`config.mk`:
```
export PLATFORM = sky130hd
export DESIGN_NAME = rgb_pwm_driver_flat
export DESIGN_NICKNAME = d
export VERILOG_FILES = /design/src/rtl/rgb_pwm_driver_if.sv /design/src/rtl/rgb_pwm_driver.sv /design/src/flat_wrapper.sv
export SDC_FILE = /design/constraint.sdc
export NUM_CORES = 1
export LEC_CHECK = 0
export ABC_AREA = 1
export BUFFER_PORTS_ARGS = -buffer_cell sky130_fd_sc_hd__buf_2
export CAP_MARGIN = 40
export CORE_MARGIN = 2
export CORE_UTILIZATION = 25
export DETAILED_ROUTE_END_ITERATION = 10
export PLACE_DENSITY = 0.49
export SETUP_SLACK_MARGIN = 0.15
export SLEW_MARGIN = 40
export SYNTH_ARGS = -nofsm -noshare
export SYNTH_HDL_FRONTEND = slang
export SYNTH_SLANG_ARGS = --single-unit
```
`constraint.sdc`:
```
create_clock -name clki -period 1.3 [get_ports clki]
set_input_delay 0.26 -clock clki [delete_from_list [all_inputs] [get_ports clki]]
set_output_delay 0.26 -clock clki [all_outputs]
set_load 0.02 [all_outputs]
```
`src/rtl/rgb_pwm_driver_if.sv`:
```
// Duty-triple handshake bundle between a duty source (master) and the RGB PWM driver (slave).
// A transfer happens on a clock edge where duty_valid && duty_ready; the source may drop valid freely.
interface rgb_pwm_driver_if;
    logic [7:0] duty_r;
    logic [7:0] duty_g;
    logic [7:0] duty_b;
    logic       duty_valid;
    logic       duty_ready;

    modport master (
        output duty_r,
        output duty_g,
        output duty_b,
        output duty_valid,
        input  duty_ready
    );

    modport slave (
        input  duty_r,
        input  duty_g,
        input  duty_b,
        input  duty_valid,
        output duty_ready
    );
endinterface

```
`src/rtl/rgb_pwm_driver.sv`:
```
// Three-channel 8-bit PWM LED driver with a prescaled 255-step period.
// New duty triples are double-buffered and applied only at period boundaries (or at once while disabled).
module rgb_pwm_driver #(
    parameter int unsigned PRESC_DIV = 47
) (
    input  logic              clki,
    input  logic              rst,
    input  logic              en,
    rgb_pwm_driver_if.slave   duty_if,
    output logic              rgb0,
    output logic              rgb1,
    output logic              rgb2,
    output logic              frame
);

    localparam int unsigned     PW         = (PRESC_DIV > 0) ? $clog2(PRESC_DIV + 1) : 1;
    localparam logic [PW-1:0]   PRESC_LAST = PW'(PRESC_DIV);
    localparam logic [7:0]      CNT_LAST   = 8'd254;

    logic [PW-1:0]   presc_q, presc_d;
    logic [7:0]      cnt_q, cnt_d;
    logic [2:0][7:0] act_q, act_d;
    logic [2:0][7:0] pend_q, pend_d;
    logic            pend_full_q, pend_full_d;
    logic [2:0]      rgb_q, rgb_d;
    logic            frame_q, frame_d;

    logic tick;
    logic wrap;
    logic xfer;
    logic apply;

    assign duty_if.duty_ready = !pend_full_q && !rst;

    always_comb begin
        tick  = en && (presc_q == PRESC_LAST);
        wrap  = tick && (cnt_q == CNT_LAST);
        xfer  = duty_if.duty_valid && duty_if.duty_ready;
        // Pending duties land on a period boundary, or immediately when nothing is being displayed.
        apply = pend_full_q && (wrap || !en);

        presc_d     = presc_q;
        cnt_d       = cnt_q;
        act_d       = act_q;
        pend_d      = pend_q;
        pend_full_d = pend_full_q;
        rgb_d       = '0;
        frame_d     = wrap;

        if (!en) begin
            presc_d = '0;
            cnt_d   = '0;
        end else begin
            presc_d = tick ? '0 : presc_q + PW'(1);
            if (tick) begin
                cnt_d = wrap ? 8'd0 : cnt_q + 8'd1;
            end
        end

        if (apply) begin
            act_d       = pend_q;
            pend_full_d = 1'b0;
        end

        // xfer needs pend_full low and apply needs it high, so the two never collide.
        if (xfer) begin
            pend_d      = {duty_if.duty_b, duty_if.duty_g, duty_if.duty_r};
            pend_full_d = 1'b1;
        end

        for (int i = 0; i < 3; i++) begin
            rgb_d[i] = en && (cnt_q < act_q[i]);
        end
    end

    always_ff @(posedge clki) begin
        if (rst) begin
            presc_q     <= '0;
            cnt_q       <= '0;
            act_q       <= '0;
            pend_q      <= '0;
            pend_full_q <= 1'b0;
            rgb_q       <= '0;
            frame_q     <= 1'b0;
        end else begin
            presc_q     <= presc_d;
            cnt_q       <= cnt_d;
            act_q       <= act_d;
            pend_q      <= pend_d;
            pend_full_q <= pend_full_d;
            rgb_q       <= rgb_d;
            frame_q     <= frame_d;
        end
    end

    assign rgb0  = rgb_q[0];
    assign rgb1  = rgb_q[1];
    assign rgb2  = rgb_q[2];
    assign frame = frame_q;

endmodule
```
`src/flat_wrapper.sv`:
```
// flat-port wrapper written by rule: the top's interface ports become plain ports
module rgb_pwm_driver_flat 
#(
    parameter int unsigned PRESC_DIV = 47
)
  (clki, rst, en, rgb0, rgb1, rgb2, frame, duty_if_duty_r, duty_if_duty_g, duty_if_duty_b, duty_if_duty_valid, duty_if_duty_ready);
  rgb_pwm_driver_if duty_if_i ();
  input  logic clki;
  input  logic rst;
  input  logic en;
  output logic rgb0;
  output logic rgb1;
  output logic rgb2;
  output logic frame;
  input wire logic [$bits(duty_if_i.duty_r)-1:0] duty_if_duty_r;
  input wire logic [$bits(duty_if_i.duty_g)-1:0] duty_if_duty_g;
  input wire logic [$bits(duty_if_i.duty_b)-1:0] duty_if_duty_b;
  input wire logic [$bits(duty_if_i.duty_valid)-1:0] duty_if_duty_valid;
  output wire logic [$bits(duty_if_i.duty_ready)-1:0] duty_if_duty_ready;
  assign duty_if_i.duty_r = duty_if_duty_r;
  assign duty_if_i.duty_g = duty_if_duty_g;
  assign duty_if_i.duty_b = duty_if_duty_b;
  assign duty_if_i.duty_valid = duty_if_duty_valid;
  assign duty_if_duty_ready = duty_if_i.duty_ready;
  rgb_pwm_driver #(.PRESC_DIV(PRESC_DIV)) u_core (.clki(clki), .rst(rst), .en(en), .duty_if(duty_if_i), .rgb0(rgb0), .rgb1(rgb1), .rgb2(rgb2), .frame(frame));
endmodule
```
==> results by group <==
Outcome
  • Outcome: finished, violations left
  • Failing checks: setup timing

Global route
  • Largest net degree at the start of global routing: 50
  • Gr ovfl total: 0
  • Most Used Layer, Global Route: met2
  • M1 GR Usage: 0.168
  • Total GRT Usage: 0.132
  • Antenna violations before repair: 0
  • Met2 GRT Util: 0.216
  • First-pass GRT wire length: 13.9 mm
  • Number of global-route vias before repair: ~2900
  • GRT met3 Usage: 0.0348

Worst setup path
  • CP cell instances: inv_2, ha_4, inv_2, nor2_2, nand2_2, o21ai_4, buf_6, buf_12, buf_8, a21oi_2, nor2_1
  • Max stage delay cell, worst path: dfxtp_2
  • Slowest stage delay, CP: 320 ps
  • Worst setup startpoint: u_core.cnt_q[0]$_SDFFE_PP0P_
  • Worst setup SP type: flip-flop
  • Setup Crit Path Kind: reg2reg
  • Most used cell, CP: inv_2
  • Crit path required time: 1580 ps
  • WP buf/inv: 5
  • Crit path DAT: ~1900 ps
  • Worst flop-to-flop path startpoint: u_core.cnt_q[0]$_SDFFE_PP0P_
  • Max FO, Critical Path: 6
  • Crit end category: flip-flop
  • Largest delay share family, worst path: buffers and inverters

Timing
  • Max_slew headroom: 0.810
  • Setup_tns: -7120 ps
  • Final setup viols: 40
  • Min Tclk post-route: 1580 ps
  • RSZ-0062 raised after global routing: true
  • Fin. Hold Viols: 0
  • Measured slew at the worst slew-check pin: 284 ps
  • Highest Clock Rate: between 0.6 and 0.7 GHz
  • Final period util: 1.21
  • Fin. max-slew vios: 0
  • Clock Skew: about 9.3 ps
  • Setup WS post-layout: -279 ps

Synth
  • Gate Count Post-Synth: approximately 430
  • Synth Register Bits: 67
  • Synth warn: 0
  • Syn_nets: about 480
  • Yosys top cell area share: 0.425
  • Synth Cell Area: between 3000 and 4000 um^2
  • Area contributors post-synth: dfxtp_1, a21oi_1, ha_1
  • Seq/Total Area, Yosys: 0.425
  • Yosys top cell by area: dfxtp_1
  • Yosys cell types: 22
  • Syn avg cell area: 7.39 um^2

Clocking
  • CTS Root Buffer Type: clkbuf_16
  • CTS sink cnt: 67
  • Clock H-tree levels: 3
  • Max Buffers Root-to-Sink: 2
  • Hold buffer count at cts: 0
  • Clk_lat worst skew: around 340 ps
  • CTS tree: done
  • Worst-path clk slew: 60 ps
  • Num CTS Buffers: 9

Layout
  • Final Util: 0.407
  • Final net count: roughly 550
  • Syn-to-layout area delta: 60.8%
  • Layout cells sized above 1: 0.414
  • Commonest non-fill, non-tap cell in the layout: dfxtp_1
  • FILL cells: 1242
  • Final std cells w/o fill: between 600 and 700
  • Ant. Diodes: 0
  • Most frequent cells in the layout: dfxtp_1, inv_1, nand2_1
  • Final Cell Area: ~5100 um^2

Die
  • Die Y: between 100 and 150 um
  • Starting density of the core: 0.253
  • DIE AREA: 13500 um^2
  • I/O Pins: 33
  • Chip width: ~120 um
  • Core area: 12500 um^2
  • Row cnt: 41

Placement
  • Placer congestion estimate: 0.828
  • Cell area after placement: 3800 um^2
  • Post-Place Setup Slack: -182 ps
  • Port Buffers: 32
  • DP HPWL: slightly above 5 mm
  • DP Cell Count: 642

Detailed routing
  • Total length of routed wires: ~9.2 mm
  • Initial DRC count: 110
  • Vias per cell: about 4.4
  • DR WL/cell: approximately 14 um
  • # DRC: 0
  • Via count: between 3000 and 4000
  • DRT Pass-1 Iters: 4
  • ANT nets after route: 0

Power and ir drop
  • Leakage power total: 2.05 nW
  • Peak supply drop: between 600 and 700 uV
  • PwrDens: 1210 nW/um^2

Min path
  • Min-Delay Path Class: in2reg
  • HP Start: duty_if_duty_r[0]

Run
  • MaxCap Viol Count: 0
==> power by group <==
group	leakage [nW]	switching, mW	internal (mW)
clock	0.183	0.915	2.17
sequential	0.552	0.0432	2.16
combinational	1.31	0.481	0.389
==> cells by family after synthesis <==
kind of cell | Yosys count | share of synthesized area
AO/OA/AOI/OAI | 97 | 0.157
XOR/XNOR | 4 | 0.0111
adder cells (fa/ha/maj) | 24 | 0.0951
buffers and inverters | 82 | 0.106
flip-flops | 67 | 0.425
AND/OR/NAND/NOR | 153 | 0.206
==> synth_stat cells <==
library cell and n:
nor3b_1 2, dfxtp_1 67, nand3_1 39, inv_1 60
buf_6 3, a211oi_1 2, nor2_4 1, a21oi_1 64
nand3b_1 1, o21ai_2 1, clkbuf_1 12, nand2_2 2
nor2_1 43, buf_1 3, buf_2 3, ha_1 24
nand4_1 2, inv_2 1, xor2_1 2, xnor2_1 2
nand2_1 63, o21ai_0 30
==> final timing paths <==
path | cells past startpoint | endpoint | slack (ps)
setup reg to reg | 11 | u_core.act_q[18]$_SDFFE_PP0P_ | -280
setup / recovery | 11 | u_core.act_q[18]$_SDFFE_PP0P_ | -280
hold reg to reg | 2 | u_core.pend_q[3]$_SDFFE_PP0P_ | 450
hold / removal | 3 | u_core.pend_q[0]$_SDFFE_PP0P_ | 180
==> layout make-up <==
cell class	instances	area, um^2	share of cell area
multi-input cells	278	2040	0.403
flip-flops and latches	67	1360	0.268
repair buffers	83	845	0.166
clock buffers	12	256	0.0505
inverters	61	236	0.0466
well taps	172	215	0.0424
clock inverters	4	120	0.0237
==> tightest hold or removal path, stage by stage <==
cell     delay, ps
buf_2           80
o21ai_2         40
a21oi_1         90
==> routing by layer <==
| metal | wire length (um) | vias up |
|---|---|---|
| met4 | 156 | 0 |
| met3 | 277 | 14 |
| met5 | 0 | - |
| met1 | 4220 | 1412 |
| li1 | - | 1529 |
| met2 | 4570 | 49 |
==> repair_timing <==
action	4_1_cts	5_1_grt
pin swaps	21	37
gates resized for setup	53	109
endpoints found under the setup margin	44	68
gates cloned	4	7
setup buffers	6	2
hold endpoints to repair	0	0
==> stage by stage <==
stage	hold WS (ps)	power, mW
6_report	175	6.17
2_1_floorplan	332	2.62
5_1_grt	170	6.41
3_5_place_dp	449	2.80
4_1_cts	164	6.01
3_3_place_gp	443	2.79
==> state kept, by name (all words and copies together), names as in the netlist <==
name and count:
u_core.act_q 24, u_core.frame 1, u_core.presc_q 6, u_core.rgb_q 3, u_core.pend_q 24, u_core.cnt_q 8, u_core.pend_full_q 1
Note: power is estimated with default switching activity, not from simulation.
